File: src/rtl/rf_wb_pkg.sv
// Shared types and helpers for the register-file writeback queue.
package rf_wb_pkg;

  localparam int unsigned AW    = 5;
  localparam int unsigned DW    = 32;
  localparam int unsigned DEPTH = 4;

  typedef struct packed {
    logic [AW-1:0] wa;
    logic [DW-1:0] wd;
  } wb_entry_t;

  // One-hot decode of a register address into a 32-bit busy vector.
  function automatic logic [31:0] onehot32(input logic [AW-1:0] addr);
    logic [31:0] v;
    v       = '0;
    v[addr] = 1'b1;
    return v;
  endfunction

endpackage

File: src/rtl/rf_writeback_queue_fifo.sv
// wb_fifo: circular buffer accepting up to two pushes and one pop per cycle.
// Exports per-slot valid/address so the top can build the busy mask.
module wb_fifo
  import rf_wb_pkg::*;
#(
  parameter int unsigned DEPTH = rf_wb_pkg::DEPTH
) (
  input  logic                            clk,
  input  logic                            rst,
  input  logic                            flush,
  input  logic                            push_a,
  input  wb_entry_t                       data_a,
  input  logic                            push_b,
  input  wb_entry_t                       data_b,
  input  logic                            pop,
  output wb_entry_t                       head,
  output logic [$clog2(DEPTH):0]          count,
  output logic [DEPTH-1:0]                ent_valid,
  output logic [DEPTH-1:0][AW-1:0]        ent_wa
);

  localparam int unsigned PW = $clog2(DEPTH);
  localparam int unsigned CW = PW + 1;

  wb_entry_t     mem [DEPTH];
  logic [PW-1:0] rd_ptr;
  logic [PW-1:0] wr_ptr;
  logic [PW-1:0] wr_ptr_b;
  logic [CW-1:0] n_push;
  logic [PW-1:0] offs;

  // push_b is only ever set together with push_a, so slot b follows slot a.
  assign wr_ptr_b = wr_ptr + PW'(1);
  assign n_push   = CW'(push_a) + CW'(push_b);
  assign head     = mem[rd_ptr];

  // Pointer and occupancy update; flush empties the queue at the next edge.
  always_ff @(posedge clk or posedge rst) begin
    if (rst) begin
      rd_ptr <= '0;
      wr_ptr <= '0;
      count  <= '0;
    end else if (flush) begin
      rd_ptr <= '0;
      wr_ptr <= '0;
      count  <= '0;
    end else begin
      wr_ptr <= wr_ptr + n_push[PW-1:0];
      if (pop) rd_ptr <= rd_ptr + PW'(1);
      count <= count + n_push - CW'(pop);
    end
  end

  // Entry storage; validity is tracked by pointers, so no reset is needed.
  always_ff @(posedge clk) begin
    if (push_a) mem[wr_ptr]   <= data_a;
    if (push_b) mem[wr_ptr_b] <= data_b;
  end

  // A slot is valid when its distance from the read pointer is below count.
  always_comb begin
    offs      = '0;
    ent_valid = '0;
    ent_wa    = '0;
    for (int unsigned i = 0; i < DEPTH; i++) begin
      offs         = PW'(i) - rd_ptr;
      ent_valid[i] = {1'b0, offs} < count;
      ent_wa[i]    = mem[i].wa;
    end
  end

  a_no_overflow : assert property (@(posedge clk) disable iff (rst)
    (32'(count) + 32'(n_push) - 32'(pop)) <= DEPTH);

  a_no_underflow : assert property (@(posedge clk) disable iff (rst)
    !(pop && (count == '0)));

endmodule

File: src/rtl/rf_writeback_queue.sv
// rf_writeback_queue: merges load and ALU results into an in-order queue and
// drains one entry per cycle onto the register file write port.
module rf_writeback_queue
  import rf_wb_pkg::*;
#(
  parameter int unsigned DEPTH = rf_wb_pkg::DEPTH,
  parameter int unsigned AW    = rf_wb_pkg::AW,
  parameter int unsigned DW    = rf_wb_pkg::DW
) (
  input  logic                     clk,
  input  logic                     rst,
  input  logic                     flush,
  input  logic                     mem_valid,
  output logic                     mem_ready,
  input  logic [AW-1:0]            mem_wa,
  input  logic [DW-1:0]            mem_wd,
  input  logic                     alu_valid,
  output logic                     alu_ready,
  input  logic [AW-1:0]            alu_wa,
  input  logic [DW-1:0]            alu_wd,
  output logic                     rf_we,
  output logic [AW-1:0]            rf_wa,
  output logic [DW-1:0]            rf_wd,
  output logic [31:0]              busy_mask,
  output logic [$clog2(DEPTH):0]   count
);

  localparam int unsigned CW = $clog2(DEPTH) + 1;

  logic                     pop;
  logic [CW-1:0]            free;
  logic                     mem_en;
  logic                     alu_en;
  logic                     push_a;
  logic                     push_b;
  wb_entry_t                data_a;
  wb_entry_t                data_b;
  wb_entry_t                head;
  logic [DEPTH-1:0]         ent_valid;
  logic [DEPTH-1:0][AW-1:0] ent_wa;

  assign pop  = (count != '0) && !flush;
  assign free = CW'(DEPTH) - count + CW'(pop);

  // Readiness depends only on flush, occupancy and mem_valid.
  assign mem_ready = !flush && (free >= CW'(1));
  assign alu_ready = !flush && ((free >= CW'(2)) || ((free >= CW'(1)) && !mem_valid));

  // Writes to r0 complete the handshake but are dropped before the queue.
  assign mem_en = mem_valid && mem_ready && (mem_wa != '0);
  assign alu_en = alu_valid && alu_ready && (alu_wa != '0);

  // Compact accepted results into slot a (older) and slot b so the FIFO
  // never has a gap; mem is older than alu when both land together.
  always_comb begin
    push_a    = mem_en || alu_en;
    push_b    = mem_en && alu_en;
    data_a.wa = mem_en ? mem_wa : alu_wa;
    data_a.wd = mem_en ? mem_wd : alu_wd;
    data_b.wa = alu_wa;
    data_b.wd = alu_wd;
  end

  wb_fifo #(
    .DEPTH(DEPTH)
  ) u_fifo (
    .clk       (clk),
    .rst       (rst),
    .flush     (flush),
    .push_a    (push_a),
    .data_a    (data_a),
    .push_b    (push_b),
    .data_b    (data_b),
    .pop       (pop),
    .head      (head),
    .count     (count),
    .ent_valid (ent_valid),
    .ent_wa    (ent_wa)
  );

  // Registered register-file write port; address/data hold when idle.
  always_ff @(posedge clk or posedge rst) begin
    if (rst) begin
      rf_we <= 1'b0;
      rf_wa <= '0;
      rf_wd <= '0;
    end else if (pop) begin
      rf_we <= 1'b1;
      rf_wa <= head.wa;
      rf_wd <= head.wd;
    end else begin
      rf_we <= 1'b0;
    end
  end

  // Busy mask: every queued destination plus the write currently on the port.
  always_comb begin
    busy_mask = '0;
    for (int unsigned i = 0; i < DEPTH; i++) begin
      if (ent_valid[i]) busy_mask = busy_mask | onehot32(ent_wa[i]);
    end
    if (rf_we) busy_mask = busy_mask | onehot32(rf_wa);
    busy_mask[0] = 1'b0;
  end

endmodule

File: config.mk
export PLATFORM = sky130hd
export DESIGN_NAME = rf_writeback_queue
export DESIGN_NICKNAME = d
export VERILOG_FILES = /design/src/rtl/rf_wb_pkg.sv /design/src/rtl/rf_writeback_queue_fifo.sv /design/src/rtl/rf_writeback_queue.sv
export SDC_FILE = /design/constraint.sdc
export NUM_CORES = 1
export LEC_CHECK = 0
export BUFFER_PORTS_ARGS = -buffer_cell sky130_fd_sc_hd__buf_2
export CORE_UTILIZATION = 45
export DETAILED_ROUTE_END_ITERATION = 16
export SLEW_MARGIN = 15
export SYNTH_ARGS = -nofsm -noshare
export SYNTH_HDL_FRONTEND = slang
export SYNTH_SLANG_ARGS = --single-unit
export TNS_END_PERCENT = 20
File: constraint.sdc
create_clock -name clk -period 7.3 [get_ports clk]
set_clock_uncertainty 0.2 [all_clocks]
set_input_delay 1.46 -clock clk [delete_from_list [all_inputs] [get_ports clk]]
set_output_delay 1.46 -clock clk [all_outputs]
set_load 0.05 [all_outputs]
# Word level (Yosys, flattened, before mapping)
# Memory sizes are Yosys's and may differ from the RTL's. A register that Yosys moved wholly into a read port is not among the register bits.
# Cells that the tools add are included.
# totals
elab_cells	85
register_bits	8
mem_count	1
ramBits	148
output_inout_bits	75
in_bits	79
# op_classes
muxes	26
bitwise_logic	4
add_sub_neg	12
magnitude_cmp	16
reduce_logical	22
# memory_table
name	words	width	rd	rd_ports_with_merged_regs	write_ports	line	text
u_fifo.mem	4	37	5	1	2	rf_writeback_queue_fifo.sv:25	wb_entry_t mem [DEPTH];
# ops
op	n
$mux W32	6
$or A32 B32 Y32	4
$lt A5 B6 Y1 const B	5
$demux W1 S5	5
$ge A5 B1 Y1 const B	5
$logic_and A1 B1 Y1	14
$lt A2 B3 Y1	4
$mux W1	10
$reduce_bool A5 Y1	2
$mux W2	3
$mux W5	1
$add A2 B1 Y2 const B	2
$sub A1 B2 Y2 const A	2
$sub A2 B2 Y2 const A	2
$add A3 B1 Y3	1
$add A3 B3 Y3	1
$ge A3 B1 Y1 const B	1
$ge A3 B2 Y1 const B	1
$mux W3	1
$reduce_bool A3 Y1	1
$sub A3 B1 Y3	1
$sub A3 B3 Y3 const A	1
$add A1 B1 Y2	1
$add A2 B2 Y2	1
3 further kinds	5

# Logic depth before layout (Yosys ltp)
# logic_depth
word_depth	14
depth_mapped	19
mapped_depth_nobuf	17

# By module
# From an unflattened synthesis, not the netlist that was laid out.
# hier_totals
hier_cells	808
hier_area_um2	11262.1
# modules_own_cells
mod	seq_area_each_um2	cells_per_inst	n_inst	area_per_inst_um2
wb_fifo	4619.4	439	1	7928.9
rf_writeback_queue	950.9	369	1	3333.2

# Worst setup path after synthesis
# OpenSTA, ideal clock, no wires.
# synth_timing
path_type	input to register
startpoint	input port flush
endpoint	memory u_fifo.mem[1][0] in the netlist's numbering (enable)
arrival_time_ns	7.179
slack_ns	-0.563
path_buffers	2
setup_ns	0.485
t_required_ns	6.615
cell_stages	14
cell_sequence	clkbuf_1 -> nor2_1 -> buf_1 -> inv_1 -> ha_1 -> inv_1 -> ha_1 -> xor2_1 -> o31ai_4 -> a21oi_1 -> o211a_1 -> ha_1 -> nor2_1 -> nor3b_1
# synth_lines
element	line	text
start: declaration	rf_writeback_queue.sv:12	input logic flush,
end: declaration	rf_writeback_queue_fifo.sv:25	

# Worst setup path in the final report
# layout_timing
startpoint	register u_fifo.rd_ptr[0]
endpoint	output port busy_mask[11]
# layout_via
elab_chain_cells	11
word_cells_on_any_way	17
cone_classes	add/sub: 4; order compare: 4; mux: 5; bitwise: 4
# layout_rtl
element	line	text
start: declaration	rf_writeback_queue_fifo.sv:26	logic [PW-1:0] rd_ptr;
start signal: assignment	rf_writeback_queue_fifo.sv:49	if (pop) rd_ptr <= rd_ptr + PW'(1);
$sub A1 B2 Y2	rf_writeback_queue_fifo.sv:66	offs = PW'(i) - rd_ptr;
$lt A2 B3 Y1	rf_writeback_queue_fifo.sv:67	ent_valid[i] = {1'b0, offs} < count;
$mux W32	rf_writeback_queue.sv:100	if (ent_valid[i]) busy_mask = busy_mask | onehot32(ent_wa[i]);
$or A32 B32 Y32	rf_writeback_queue.sv:100	
$mux W32	rf_writeback_queue.sv:100	
$or A32 B32 Y32	rf_writeback_queue.sv:100	
$mux W32	rf_writeback_queue.sv:100	
$or A32 B32 Y32	rf_writeback_queue.sv:100	
$mux W32 *	rf_writeback_queue.sv:100	
$or A32 B32 Y32	rf_writeback_queue.sv:102	if (rf_we) busy_mask = busy_mask | onehot32(rf_wa);
$mux W32 *	rf_writeback_queue.sv:102	
end: declaration	rf_writeback_queue.sv:24	output logic [31:0] busy_mask,
# Every way passes the cells marked *; elsewhere a longest branch is shown, timed or not.

==> flow_summary.json <==
{
  "synthCells": 763,
  "clk_latency_ns": 0.43,
  "hold_viol": 0,
  "status": "finished clean",
  "yosysSeqAreaShare_pct": 49.5,
  "start_util_pct": 46.0,
  "met1_length_um": 12000,
  "grt_max_degree": 46,
  "vias": 7191,
  "dp_hpwl_um": 18100,
  "setup_viol_count_final": 0,
  "portBuffers": 152,
  "p_int_mw": 2.98,
  "grt_use_total_pct": 21.8,
  "first_pass_iters": 5,
  "num_rows": 57,
  "end_kind": "output pin",
  "ctsHoldBuffers": 0,
  "place_ws_ns": 1.64,
  "antenna_left": 0,
  "hold_path_class": "flip-flop to flip-flop",
  "p_sw_share_pct": 43.3,
  "maxCapViolCount": 0,
  "syn_area_per_cell_sq_um": 14.8,
  "vias_per_cell": 5.75,
  "synthesis.nets": 856,
  "routed_wl_um": 27800,
  "ys_warn_count": 0,
  "first_iter_violations": 521,
  "ir_drop_mv": 0.152,
  "cts_tree": "built",
  "grt_pass1_vias": 7301,
  "core-area_sq_mm": 0.0245,
  "area_delta_synth_final_pct": 14.9,
  "tightest_slew_ns": 1.20,
  "switching_power_mw": 2.27,
  "setup_tns_ns": 0,
  "root_buffer": "clkbuf_16",
  "period_needed_ns": 5.34,
  "cts_resized": 0,
  "io_pins": 154,
  "wl_met3_um": 1800,
  "cts_max_level": 4,
  "p_leak_nw": 4.98,
  "p_clk_share_pct": 17.2,
  "worstPathArrival_ns": 3.68,
  "fillerInstances": 2078,
  "die-area_sq_mm": 0.0257,
  "crit_type": "flip-flop to output pin",
  "cp_max_fo": 19,
  "syn_area_sq_mm": 0.0113,
  "top_layer": "met5",
  "max_freq_ghz": 0.187,
  "wl_per_cell_um": 22.2,
  "drc": 0,
  "ys_ff_latch": 193,
  "seqPwrFrac_pct": 34.9,
  "clockBufferDepth": 2,
  "fin_crit_sh_pct": 73.1,
  "worst_slew_margin_rel_pct": 19.6,
  "layout_setup_ws_ns": 1.96,
  "rrSetupSlack_ns": 2.34,
  "path_clk_slew_ns": 0.08,
  "globalplace.congestion": 0.940,
  "required_ns": 5.64,
  "slew_viol_final": 0,
  "ys_types": 51,
  "die_h_um": 160,
  "grt_pass1_wl_um": 42200,
  "antenna_found_initial": 6,
  "clock-sinks": 193,
  "met2_wirelength_um": 13500,
  "grt-ovfl-total": 0,
  "final_util_pct": 52.9,
  "nets": 1004,
  "power_frac_comb_pct": 47.9,
  "die_w_um": 160,
  "rsz0062_at_grt": "no",
  "critPathLaunchType": "flip-flop",
  "cts_made_buffers": 17,
  "drive_above_1_share_pct": 48.7,
  "post-cts-setup-buffer-count": 0,
  "p_per_area_mw_per_mm2": 405
}
==> power groups by stage <==
stage | sequential (mW) | combinational (mW) | clock (mW)
2_1_floorplan | 2.14 | 1.57 | 0
3_3_place_gp | 1.85 | 2.49 | 0
3_5_place_dp | 1.86 | 2.52 | 0
4_1_cts | 1.83 | 2.52 | 0.922
5_1_grt | 1.87 | 2.66 | 0.959
6_report | 1.83 | 2.51 | 0.904
==> registers in the layout, summed over array words and instances (netlist names) <==
register	flops
u_fifo.count	3
rf_wa	5
u_fifo.mem	148
u_fifo.rd_ptr	2
rf_we	1
rf_wd	32
u_fifo.wr_ptr	2
==> logic make-up (layout without fill, tap and decap cells) <==
family / after synthesis / after routing / share of synthesized area [%]
multiplexers: 222 / 222 / 29.9
flip-flops: 193 / 193 / 49.5
AND/OR/NAND/NOR: 180 / 180 / 8.79
other: 1 / 4 / 0.0333
AO/OA/AOI/OAI: 89 / 89 / 6.79
adder cells (fa/ha/maj): 14 / 14 / 1.62
XOR/XNOR: 8 / 8 / 0.622
buffers and inverters: 56 / 217 / 2.81
==> Yosys cell counts (all sizes together) <==
master / count / area, sq um
mux2: 185 / 2530
edfxtp: 148 / 4440
a22oi: 55 / 413
dfrtp: 45 / 1130
nor2: 38 / 159
mux4: 37 / 833
nand2: 31 / 116
buf: 28 / 211
nand3: 28 / 140
nor3: 23 / 160
inv: 17 / 63.8
nand2b: 15 / 96.3
ha: 13 / 163
clkbuf: 11 / 41.3
nor2b: 10 / 62.6
o211ai: 10 / 75.1
nor3b: 9 / 67.6
a211oi: 7 / 72.6
and3b: 5 / 43.8
xor2: 5 / 43.8
a32oi: 4 / 35.0
and3: 4 / 25.0
a2111oi: 3 / 82.6
nand4: 3 / 18.8
nor4: 3 / 18.8
o21ai: 3 / 15.0
or2: 3 / 18.8
xnor2: 3 / 26.3
and2b: 2 / 15.0
o31ai: 2 / 28.8
or3: 2 / 12.5
or4: 2 / 18.8
a211o: 1 / 8.76
a21oi: 1 / 5.00
a22o: 1 / 8.76
a32o: 1 / 10.0
conb: 1 / 3.75
fa: 1 / 20.0
nand3b: 1 / 7.51
o211a: 1 / 10.0
or3b: 1 / 8.76
==> cell type report <==
type,count,area (sq um),area share [%]
Clock inverter,14,121,0.938
Sequential cell,193,5570,43.1
Multi-Input combinational cell,514,5440,42.0
Inverter,17,63.8,0.493
Tap cell,324,405,3.13
Antenna cell,3,7.51,0.0580
Timing Repair Buffer,168,893,6.90
Clock buffer,18,439,3.39
==> worst paths after layout <==
check | end | from | cells after the start
min in group asynchronous | rf_wd[12]$_DFFE_PP0P_ | rst | 3
max in group asynchronous | u_fifo.rd_ptr[0]$_DFFE_PP0P_ | rst | 3
worst max register to register | u_fifo.mem[0][28]$_DFFE_PP_ | u_fifo.count[2]$_DFF_PP0_ | 14
worst max-delay path | busy_mask[11] | u_fifo.rd_ptr[0]$_DFFE_PP0P_ | 8
worst min register to register | rf_wd[26]$_DFFE_PP0P_ | rf_wd[26]$_DFFE_PP0P_ | 1
worst min-delay path | rf_wd[26]$_DFFE_PP0P_ | rf_wd[26]$_DFFE_PP0P_ | 1
==> per-stage QoR <==
stage / hold slack, ns / total power, mW / instances / instance area [sq um]
detailed placement: 0.290 / 4.38 / 1216 / 12400
CTS: 0.308 / 5.28 / 1248 / 12900
floorplan: 0.463 / 3.71 / 763 / 11300
finish: 0.303 / 5.24 / 1251 / 12900
global placement: 0.286 / 4.34 / 1216 / 12400
global route: 0.314 / 5.49 / 1249 / 12900
==> worst max-delay path, stage by stage, from the launching register on <==
cell,delay (ns)
dfrtp_2,0.79
xor2_1,0.24
inv_1,0.06
ha_1,0.26
nor2b_1,0.16
a211oi_2,1.02
a22oi_1,0.22
nand3_1,0.19
buf_2,0.28
==> metal layers <==
layer  up-vias  global-route usage (%)
met3        42                    5.51
met5         -                       0
met1      3615                    28.2
li1       3287                       -
met2       241                    36.5
met4         6                    5.76
==> cell usage in the layout, fill, tap and decap left out, types with 28 or more instances in the layout <==
| cell | netlist | routed |
|---|---|---|
| a22oi_1 | 55 | 55 |
| buf_2 | 10 | 152 |
| dfrtp_1 | 45 | 43 |
| edfxtp_1 | 148 | 148 |
| mux2_2 | 65 | 65 |
| mux2_4 | 120 | 120 |
| mux4_2 | 37 | 37 |
| nand2_1 | 31 | 31 |
| nand3_1 | 28 | 28 |
| nor2_1 | 37 | 36 |
(Power assumes the default switching activity.)
